$ cat src/rtl/mem_access_pkg.sv
// Shared definitions for the memory stage: mem_op encodings, bus FSM
// states, common constants and small op-classification helpers.
package mem_access_pkg;

    typedef enum logic [3:0] {
        MEM_NOP = 4'd0,
        MEM_LB  = 4'd1,
        MEM_LH  = 4'd2,
        MEM_LW  = 4'd3,
        MEM_LBU = 4'd4,
        MEM_LHU = 4'd5,
        MEM_SB  = 4'd6,
        MEM_SH  = 4'd7,
        MEM_SW  = 4'd8
    } mem_op_e;

    typedef enum logic [1:0] {
        IDLE     = 2'd0,
        REQ      = 2'd1,
        WAIT_RSP = 2'd2,
        DONE     = 2'd3
    } bus_state_e;

    localparam logic        WRITE_ENABLE = 1'b1;
    localparam logic [31:0] ZERO         = 32'h0000_0000;
    localparam logic [4:0]  ZERO_REG     = 5'd0;

    function automatic logic is_load(input logic [3:0] op);
        return (op == MEM_LB) || (op == MEM_LH) || (op == MEM_LW) ||
               (op == MEM_LBU) || (op == MEM_LHU);
    endfunction

    function automatic logic is_store(input logic [3:0] op);
        return (op == MEM_SB) || (op == MEM_SH) || (op == MEM_SW);
    endfunction

    function automatic logic is_misaligned(input logic [3:0] op,
                                           input logic [1:0] addr_lo);
        logic half_op;
        logic word_op;
        half_op = (op == MEM_LH) || (op == MEM_LHU) || (op == MEM_SH);
        word_op = (op == MEM_LW) || (op == MEM_SW);
        return (half_op && addr_lo[0]) || (word_op && (addr_lo != 2'b00));
    endfunction

endpackage

$ cat src/rtl/mem_access_align.sv
// mem_align: combinational lane logic for the memory stage.
//   op          : mem_op of the current instruction
//   addr_lo     : byte offset within the word
//   store_data  : rs2 store data
//   load_word   : captured bus read word
//   wdata       : lane-replicated store data (0 for non-stores)
//   be          : byte enables (4'b1111 for loads)
//   load_result : selected and sign/zero-extended load value
module mem_align
    import mem_access_pkg::*;
(
    input  logic [3:0]  op,
    input  logic [1:0]  addr_lo,
    input  logic [31:0] store_data,
    input  logic [31:0] load_word,
    output logic [31:0] wdata,
    output logic [3:0]  be,
    output logic [31:0] load_result
);

    logic [7:0]  sel_byte;
    logic [15:0] sel_half;

    always_comb begin
        case (addr_lo)
            2'd0:    sel_byte = load_word[7:0];
            2'd1:    sel_byte = load_word[15:8];
            2'd2:    sel_byte = load_word[23:16];
            default: sel_byte = load_word[31:24];
        endcase
        sel_half = addr_lo[1] ? load_word[31:16] : load_word[15:0];
    end

    always_comb begin
        wdata       = ZERO;
        be          = 4'b1111;
        load_result = ZERO;
        case (mem_op_e'(op))
            MEM_SB: begin
                wdata = {4{store_data[7:0]}};
                be    = 4'b0001 << addr_lo;
            end
            MEM_SH: begin
                wdata = {2{store_data[15:0]}};
                be    = addr_lo[1] ? 4'b1100 : 4'b0011;
            end
            MEM_SW:  wdata       = store_data;
            MEM_LB:  load_result = {{24{sel_byte[7]}}, sel_byte};
            MEM_LBU: load_result = {24'h0, sel_byte};
            MEM_LH:  load_result = {{16{sel_half[15]}}, sel_half};
            MEM_LHU: load_result = {16'h0, sel_half};
            MEM_LW:  load_result = load_word;
            default: ;
        endcase
    end

endmodule

$ cat src/rtl/mem_access.sv
// mem_access: memory stage of the RV32 pipeline (between exe_mem and mem_wb).
//   clk_in / reset_in         : clock, synchronous active-high reset
//   reg_* / csr_* inputs      : registered execute results
//   mem_we/addr/data/op_in    : load/store request from execute
//   bus_*_out / bus_*_in      : single-outstanding data-bus handshake
//   reg_* / csr_* outputs     : writeback toward mem_wb
//   stall_req_out             : holds the pipeline while an access is in flight
//   misalign_out              : misaligned-access flag
//   bus_err_out               : one-cycle pulse when the response times out
module mem_access
    import mem_access_pkg::*;
#(
    parameter int TIMEOUT_CYCLES = 16,
    parameter int CNT_WIDTH      = 5
) (
    input  logic        clk_in,
    input  logic        reset_in,
    input  logic [31:0] reg_wdata_in,
    input  logic [4:0]  reg_waddr_in,
    input  logic        reg_we_in,
    input  logic        csr_we_in,
    input  logic [31:0] csr_wdata_in,
    input  logic [11:0] csr_waddr_in,
    input  logic        mem_we_in,
    input  logic [31:0] mem_addr_in,
    input  logic [31:0] mem_data_in,
    input  logic [3:0]  mem_op_in,
    output logic        bus_req_out,
    output logic        bus_we_out,
    output logic [31:0] bus_addr_out,
    output logic [31:0] bus_wdata_out,
    output logic [3:0]  bus_be_out,
    input  logic        bus_gnt_in,
    input  logic        bus_rvalid_in,
    input  logic [31:0] bus_rdata_in,
    output logic [31:0] reg_wdata_out,
    output logic [4:0]  reg_waddr_out,
    output logic        reg_we_out,
    output logic        csr_we_out,
    output logic [31:0] csr_wdata_out,
    output logic [11:0] csr_waddr_out,
    output logic        stall_req_out,
    output logic        misalign_out,
    output logic        bus_err_out
);

    bus_state_e          state;
    logic [CNT_WIDTH-1:0] cnt;
    logic [31:0]          rdata_q;

    logic        op_load;
    logic        op_store;
    logic        op_mem;
    logic        misaligned;
    logic [31:0] align_wdata;
    logic [3:0]  align_be;
    logic [31:0] load_result;

    // mem_we_in is implied by the op encoding; the op is authoritative.
    logic        unused_we;
    assign unused_we = mem_we_in;

    assign op_load    = is_load(mem_op_in);
    assign op_store   = is_store(mem_op_in);
    assign op_mem     = op_load || op_store;
    assign misaligned = is_misaligned(mem_op_in, mem_addr_in[1:0]);

    // exe_mem inputs stay stable while stalled, so the live op/address
    // serve both the store lanes in IDLE and the load extract in DONE.
    mem_align u_align (
        .op          (mem_op_in),
        .addr_lo     (mem_addr_in[1:0]),
        .store_data  (mem_data_in),
        .load_word   (rdata_q),
        .wdata       (align_wdata),
        .be          (align_be),
        .load_result (load_result)
    );

    always_ff @(posedge clk_in) begin
        if (reset_in) begin
            state         <= IDLE;
            cnt           <= '0;
            rdata_q       <= '0;
            bus_req_out   <= 1'b0;
            bus_we_out    <= 1'b0;
            bus_addr_out  <= '0;
            bus_wdata_out <= '0;
            bus_be_out    <= '0;
            bus_err_out   <= 1'b0;
        end else begin
            bus_err_out <= 1'b0;
            case (state)
                IDLE: begin
                    if (op_mem && !misaligned) begin
                        state         <= REQ;
                        bus_req_out   <= 1'b1;
                        bus_we_out    <= op_store;
                        bus_addr_out  <= {mem_addr_in[31:2], 2'b00};
                        bus_wdata_out <= align_wdata;
                        bus_be_out    <= align_be;
                    end
                end
                REQ: begin
                    if (bus_gnt_in) begin
                        state       <= WAIT_RSP;
                        bus_req_out <= 1'b0;
                        cnt         <= '0;
                    end
                end
                WAIT_RSP: begin
                    if (bus_rvalid_in) begin
                        rdata_q <= bus_rdata_in;
                        state   <= DONE;
                    end else if (cnt == CNT_WIDTH'(TIMEOUT_CYCLES - 1)) begin
                        bus_err_out <= 1'b1;
                        rdata_q     <= '0;
                        state       <= DONE;
                    end else begin
                        cnt <= cnt + CNT_WIDTH'(1);
                    end
                end
                DONE:    state <= IDLE;
                default: state <= IDLE;
            endcase
        end
    end

    always_comb begin
        reg_wdata_out = ZERO;
        reg_waddr_out = ZERO_REG;
        reg_we_out    = 1'b0;
        csr_we_out    = 1'b0;
        csr_wdata_out = ZERO;
        csr_waddr_out = '0;
        stall_req_out = 1'b0;
        misalign_out  = 1'b0;
        if (!reset_in) begin
            csr_we_out    = csr_we_in;
            csr_wdata_out = csr_wdata_in;
            csr_waddr_out = csr_waddr_in;
            reg_waddr_out = reg_waddr_in;
            case (state)
                IDLE: begin
                    if (!op_mem) begin
                        reg_wdata_out = reg_wdata_in;
                        reg_we_out    = reg_we_in;
                    end else if (misaligned) begin
                        misalign_out = 1'b1;
                    end else begin
                        stall_req_out = 1'b1;
                    end
                end
                REQ, WAIT_RSP: stall_req_out = 1'b1;
                DONE: begin
                    if (op_load) begin
                        reg_wdata_out = load_result;
                        reg_we_out    = reg_we_in && WRITE_ENABLE;
                    end
                end
                default: ;
            endcase
        end
    end

endmodule

$ cat config.mk
export PLATFORM = sky130hd
export DESIGN_NAME = mem_access
export DESIGN_NICKNAME = d
export VERILOG_FILES = /design/src/rtl/mem_access_pkg.sv /design/src/rtl/mem_access_align.sv /design/src/rtl/mem_access.sv
export SDC_FILE = /design/constraint.sdc
export NUM_CORES = 1
export LEC_CHECK = 0
export ABC_CLOCK_PERIOD_IN_PS = 3600
export CAP_MARGIN = 20
export CORE_AREA = 2 2 134 136
export DETAILED_ROUTE_END_ITERATION = 10
export DIE_AREA = 0 0 136 138
export GPL_TIMING_DRIVEN = 0
export HOLD_SLACK_MARGIN = 0.03
export PLACE_DENSITY_LB_ADDON = 0.1
export SLEW_MARGIN = 10
export SYNTH_ARGS = -nofsm -noshare
export SYNTH_HDL_FRONTEND = slang
export SYNTH_SLANG_ARGS = --single-unit
$ cat constraint.sdc
create_clock -name clk_in -period 3.6 [get_ports clk_in]
set_clock_uncertainty 0.05 [all_clocks]
set_input_delay 0.72 -clock clk_in [delete_from_list [all_inputs] [get_ports clk_in]]
set_output_delay 0.72 -clock clk_in [all_outputs]
set_load 0.005 [all_outputs]
* Word-level counts from Yosys, hierarchy flattened
Cells that the tools add are included.
** Operators by class
- Muxes and demuxes :: 41
- Reduce and logical (&&, ||, !) cells :: 28
- $add $sub $neg :: 1
- Bitwise operators :: 1
- Equality and inequality tests :: 19
- Shifts and indexed selects :: 1
** Operators with widths (number)
- $mux 32 :: 6
- $pmux 32 s5 :: 1
- $pmux 32 s3 :: 1
- $pmux 32 s2 :: 1
- $pmux 8 s3 :: 1
- $mux 5 :: 4
- $eq 4x3->1 const B :: 4
- $mux 16 :: 1
- $mux 1 :: 14
- $mux 12 :: 1
- $logic_or 1x1->1 :: 11
- $pmux 5 s2 :: 1
- $eq 4x2->1 const B :: 2
- $mux 2 :: 4
- $ne 2x2->1 const B :: 4
- $pmux 2 s4 :: 1
- $pmux 4 s2 :: 1
- $reduce_bool 2->1 :: 4
- $eq 2x2->1 const B :: 3
- $pmux 1 s2 :: 3
- $reduce_and 3->1 :: 2
- $add 5x1->5 const B :: 1
- $eq 5x4->1 const B :: 1
- $eq 2x1->1 const B :: 2
- other kinds (13) :: 17
** Word-level totals
- Logic and storage cells :: 100
- Bits in registers :: 108

* Longest topological paths before layout
Gate-level depths: netlist of the first run.
- Word-level depth :: 9
- Gate-level depth with buffers :: 9

* Hierarchy
From an unflattened synthesis of the first run, not the netlist that was laid out.
** Second synthesis, totals
- Cells, all modules :: 786
- Area, all modules :: 6055.8 um^2
** Modules (own cells, without submodules)
- mem_access :: cells an instance 618, instances 1, area an instance 4824.6 um^2
- mem_align :: cells an instance 168, instances 1, area an instance 1231.2 um^2

* Least setup slack after synthesis of the first run
Ideal clock, no wire load.
- Path type :: in2out
- Start :: input mem_op_in[0]
- End :: output reg_wdata_out[11]
- Stages :: 9
- Data arrival time :: 2242 ps
- Required time :: 2830 ps
- Slack :: 588 ps
- Path through :: buf_6 -> or4_4 -> and2_4 -> nor2b_4 -> buf_6 -> and2_4 -> buf_6 -> buf_6 -> o2bb2ai_1
** Between the ends
- Longest elaborated chain between the ends :: 9
** Ends and longest elaborated chain
- from (decl) :: RTL line mem_access.sv:27 : input logic [3:0] mem_op_in,
- $eq 4x1->1 / $eq 4x2->1 (equally long branches) :: RTL line mem_access_pkg.sv:29, mem_access_align.sv:38
- $logic_or 1x1->1 (3 in series) :: RTL line mem_access_pkg.sv:29 : return (op == MEM_LB) || (op == MEM_LH) || (op == MEM_LW) ||
- $logic_or 1x1->1 :: RTL line mem_access_pkg.sv:30 : (op == MEM_LBU) || (op == MEM_LHU);
- $logic_or 1x1->1 :: RTL line mem_access.sv:65 : assign op_mem = op_load || op_store;
- $mux 32 :: RTL line mem_access.sv:145 : if (!op_mem) begin
- $pmux 32 s2 * :: RTL line mem_access.sv:143 : case (state)
- $mux 32 * :: RTL line mem_access.sv:138 : if (!reset_in) begin
- to (decl) :: RTL line mem_access.sv:36 : output logic [31:0] reg_wdata_out,
Mark *: on every way between the ends. The rest lies on a longest branch, timed or not.

* Worst setup path in the final report of the first run
- Start :: input mem_op_in[2]
- End :: output reg_we_out
** Between the ends
- Longest elaborated chain between the ends :: 9
** Ends and longest elaborated chain
- $eq 4x1->1 / $eq 4x2->1 (equally long branches) :: RTL line mem_access_pkg.sv:29
- $logic_or 1x1->1 (3 in series) :: RTL line mem_access_pkg.sv:29
- $logic_or 1x1->1 :: RTL line mem_access_pkg.sv:30
- $logic_or 1x1->1 :: RTL line mem_access.sv:65
- $mux 1 :: RTL line mem_access.sv:145
- $pmux 1 s2 * :: RTL line mem_access.sv:143
- $mux 1 * :: RTL line mem_access.sv:138
- to (decl) :: RTL line mem_access.sv:38 : output logic reg_we_out,
Marks and branches as above.

==> impl_metrics.json, run 1 <==
{
  "ir_worst_vdd_mv": 0.2549,
  "async_reset_ff_share_pct": 0,
  "fin_ws_ns": 0.08725,
  "dp_hpwl_um": 17990,
  "ys_types": 59,
  "grt_pass1_vias": 6362,
  "synthTopCellsByArea": "dfxtp_1 37%, nor2b_1 5.7%, nand2_1 5.7%",
  "cp-start-kind": "input port",
  "setup_viol": 0,
  "num_vias": 6433,
  "p_int_w": 0.002748,
  "seq_area_frac_synth_pct": 37.39,
  "r2r_end": "cnt[3]$_SDFFE_PP0P_",
  "htree_levels": 3,
  "dieHeight_um": 138,
  "syn_area_um2": 5782,
  "holdWs_ns": 0.4044,
  "final_antenna_net_count": 0,
  "crit_chain": "clkdlybuf4s15_2, or4_4, and2_4, nor2b_4, buf_6, buf_6, o211a_1, clkdlybuf4s50_1",
  "numCtsBuffers": 9,
  "fin_area_um2": 9841,
  "synth_edf_count": 0,
  "cts_tree": "built",
  "finalCriticalPeriod_ns": 3.513,
  "r2r-start": "cnt[0]$_SDFFE_PP0P_",
  "fin_crit_sh_pct": 97.58,
  "p_comb_share_pct": 41.8,
  "clockBufferDepth": 2,
  "hold_violations": 0,
  "grt_antenna_before_repair": 1,
  "yosysTopAreaCell": "dfxtp_1",
  "cts.sinks": 108,
  "tightest_slew_ns": 0.6134,
  "cp_common_cell": "buf_6",
  "clk_pin_slew_worst_paths_ns": 0.07,
  "start_util_pct": 32.97,
  "status": "completed",
  "synthToLayoutAreaGrowth_pct": 70.20,
  "core_um2": 17530,
  "gr-usage-met2_pct": 42.77,
  "synth_cells": 676,
  "drv_slew": 0,
  "cp_top_family": "buffers and inverters",
  "worst_hold_path_type": "flip-flop to flip-flop",
  "power_per_cell_area_nw_per_um2": 423.6,
  "layout.cells.most_common": "clkdlybuf4s50_1",
  "synth_seq_cells": 108,
  "place_congestion": 0.8370,
  "die_area_um2": 18770,
  "rows": 49,
  "nets": 1225,
  "ioPinCount": 344,
  "wl_per_cell_um": 17.86,
  "pre_cts_slack_ns": -0.8153,
  "viasPerCell": 5.085,
  "swShare_pct": 34.08,
  "critPathKind": "input port to output port",
  "synth-warning-count": 0,
  "seq_power_share_pct": 35.2,
  "drc_errors": 0,
  "numPortBuffers": 338,
  "cp.arrival_ns": 2.74,
  "regToRegSetupSlack_ns": 1.08,
  "clock_latency_ns": 0.36,
  "use_met3_pct": 4.840,
  "grt_use_total_pct": 23.59,
  "die_x_um": 136,
  "startpoint": "mem_op_in[2]",
  "drive_above_1_share_pct": 9.469,
  "crit_path_end": "reg_we_out",
  "grt-busiest-layer": "met2",
  "cp_max_fo": 10,
  "final_core_util_pct": 56.12,
  "avgSynthCellArea_um2": 8.553,
  "cap_violations": 0,
  "netlist.area_leader.share_pct": 37.39,
  "firstDrtPassIters": 6,
  "fmax_ghz": 0.2847,
  "crit_cells": 8,
  "fillers": 1707,
  "wirelength_um": 22600,
  "overflow": 0,
  "cpPeakStageDelay_ns": 0.55,
  "power_switching_w": 0.001421,
  "max-slew-margin-rel_pct": 58.96,
  "ctsHoldBuffers": 0,
  "worstRegToRegCells": 8,
  "place_area_um2": 9455,
  "cp_num_buf_inv": 4,
  "clock_tree.root_cell": "clkbuf_16",
  "leakagePower_nw": 3.720,
  "finalSetupTns_ns": 0,
  "power_frac_clock_pct": 23.0,
  "worst_path_max_delay_cell": "clkdlybuf4s50_1",
  "grt_max_degree": 19,
  "grt_pass1_wl_um": 34510,
  "cp-end-kind": "output port",
  "rsz0062_at_grt": "false",
  "met1_usage_pct": 27.18,
  "final_cell_mix": "301 x clkdlybuf4s50_1, 108 x dfxtp_1, 88 x nand2_1",
  "drt_first_iter_violations": 257,
  "synth_ff_type": "dfxtp_1",
  "required_ns": 2.83
}
## registers in the layout, indices dropped and copies added (netlist names)
| register | cells |
|---|---|
| state | 2 |
| rdata_q | 32 |
| bus_req_out | 1 |
| bus_err_out | 1 |
| bus_addr_out | 30 |
| cnt | 5 |
| bus_we_out | 1 |
| bus_be_out | 4 |
| bus_wdata_out | 32 |
## worst min-delay path: stages (launching register included)
cell	delay, ns
dfxtp_1	0.31
nand2_1	0.05
a21oi_1	0.05
## stage by stage
step           power, W  cells
2_1_floorplan  0.002395    677
4_1_cts        0.004214   1264
5_1_grt        0.004440   1265
6_report       0.004168   1265
3_3_place_gp   0.003252   1244
3_5_place_dp   0.003265   1244
## repair_timing
action | 4_1_cts | 5_1_grt
endpoints found under the setup margin | 78 | 25
gates cloned | 0 | 0
setup buffers | 5 | 0
pin swaps | 5 | 0
gates resized for setup | 70 | 8
## power groups by stage
stage | Combinational [W] | Sequential [W] | Clock [W]
CTS | 0.00176 | 0.00147 | 0.000987
floorplan | 0.000913 | 0.00148 | 0
finish | 0.00174 | 0.00147 | 0.000959
global route | 0.00192 | 0.00149 | 0.00103
detailed placement | 0.00177 | 0.00149 | 0
global placement | 0.00176 | 0.00149 | 0
## cell type report
cell class | count | area, µm² | area share, %
multi-input combinational | 499 | 3309 | 33.63
buffer | 61 | 377.9 | 3.840
inverter | 8 | 30.03 | 0.3051
clock inverter | 7 | 51.30 | 0.5213
antenna | 1 | 2.502 | 0.02543
tap | 229 | 286.5 | 2.912
sequential | 108 | 2162 | 21.97
clock buffer | 9 | 225.2 | 2.289
timing repair buffer | 343 | 3396 | 34.51
## kinds of logic (layout without fill, tap and decap cells)
logic type / count (synthesis) / in the layout / synth area share (%)
AND/OR/NAND/NOR: 250 / 250 / 22.01
AO/OA/AOI/OAI: 212 / 212 / 27.40
flip-flops: 108 / 108 / 37.39
buffers and inverters: 70 / 428 / 6.449
multiplexers: 25 / 25 / 4.718
adder cells (fa/ha/maj): 7 / 7 / 1.515
XOR/XNOR: 3 / 3 / 0.4545
other: 1 / 3 / 0.06486
## synth_stat cells, drive strengths merged, types with 11 or more instances
cell	n
clkbuf	26
a21oi	60
nor3	16
a22oi	32
nor2b	54
nor2	60
a22o	32
buf	36
mux2i	16
o21ai	11
a221oi	18
dfxtp	108
nand2	88
o2bb2ai	25
## metal layers
metal	part of all wire (%)	vias to the layer above	wire length [µm]
met4	2.3	0	524
met5	0	-	0
met3	6.6	26	1502
met2	52	248	11690
li1	-	3144	-
met1	39	3015	8877
## worst min-delay path by stage
stage                                       start                             to  cells past startpoint
CTS                 bus_addr_out[21]$_SDFFE_PP0N_  bus_addr_out[21]$_SDFFE_PP0N_                      2
finish              bus_addr_out[21]$_SDFFE_PP0N_  bus_addr_out[21]$_SDFFE_PP0N_                      2
floorplan                     cnt[4]$_SDFFE_PP0P_            cnt[4]$_SDFFE_PP0P_                      2
global placement    bus_addr_out[31]$_SDFFE_PP0N_  bus_addr_out[31]$_SDFFE_PP0N_                      2
global route        bus_addr_out[20]$_SDFFE_PP0N_  bus_addr_out[20]$_SDFFE_PP0N_                      2
detailed placement  bus_addr_out[21]$_SDFFE_PP0N_  bus_addr_out[21]$_SDFFE_PP0N_                      2
Note: power is estimated with default switching activity, not from simulation.
==> run 2: changes to the inputs <==
--- a/config.mk
+++ b/config.mk
@@ -6,8 +6,8 @@
 export NUM_CORES = 1
 export LEC_CHECK = 0
 export ABC_CLOCK_PERIOD_IN_PS = 3600
-export CAP_MARGIN = 20
 export CORE_AREA = 2 2 134 136
+export CTS_CLUSTER_DIAMETER = 40
 export DETAILED_ROUTE_END_ITERATION = 10
 export DIE_AREA = 0 0 136 138
 export GPL_TIMING_DRIVEN = 0
==> results of run 2 <==
Same layout as run 1: the final DEF is identical, and so are final timing and power.
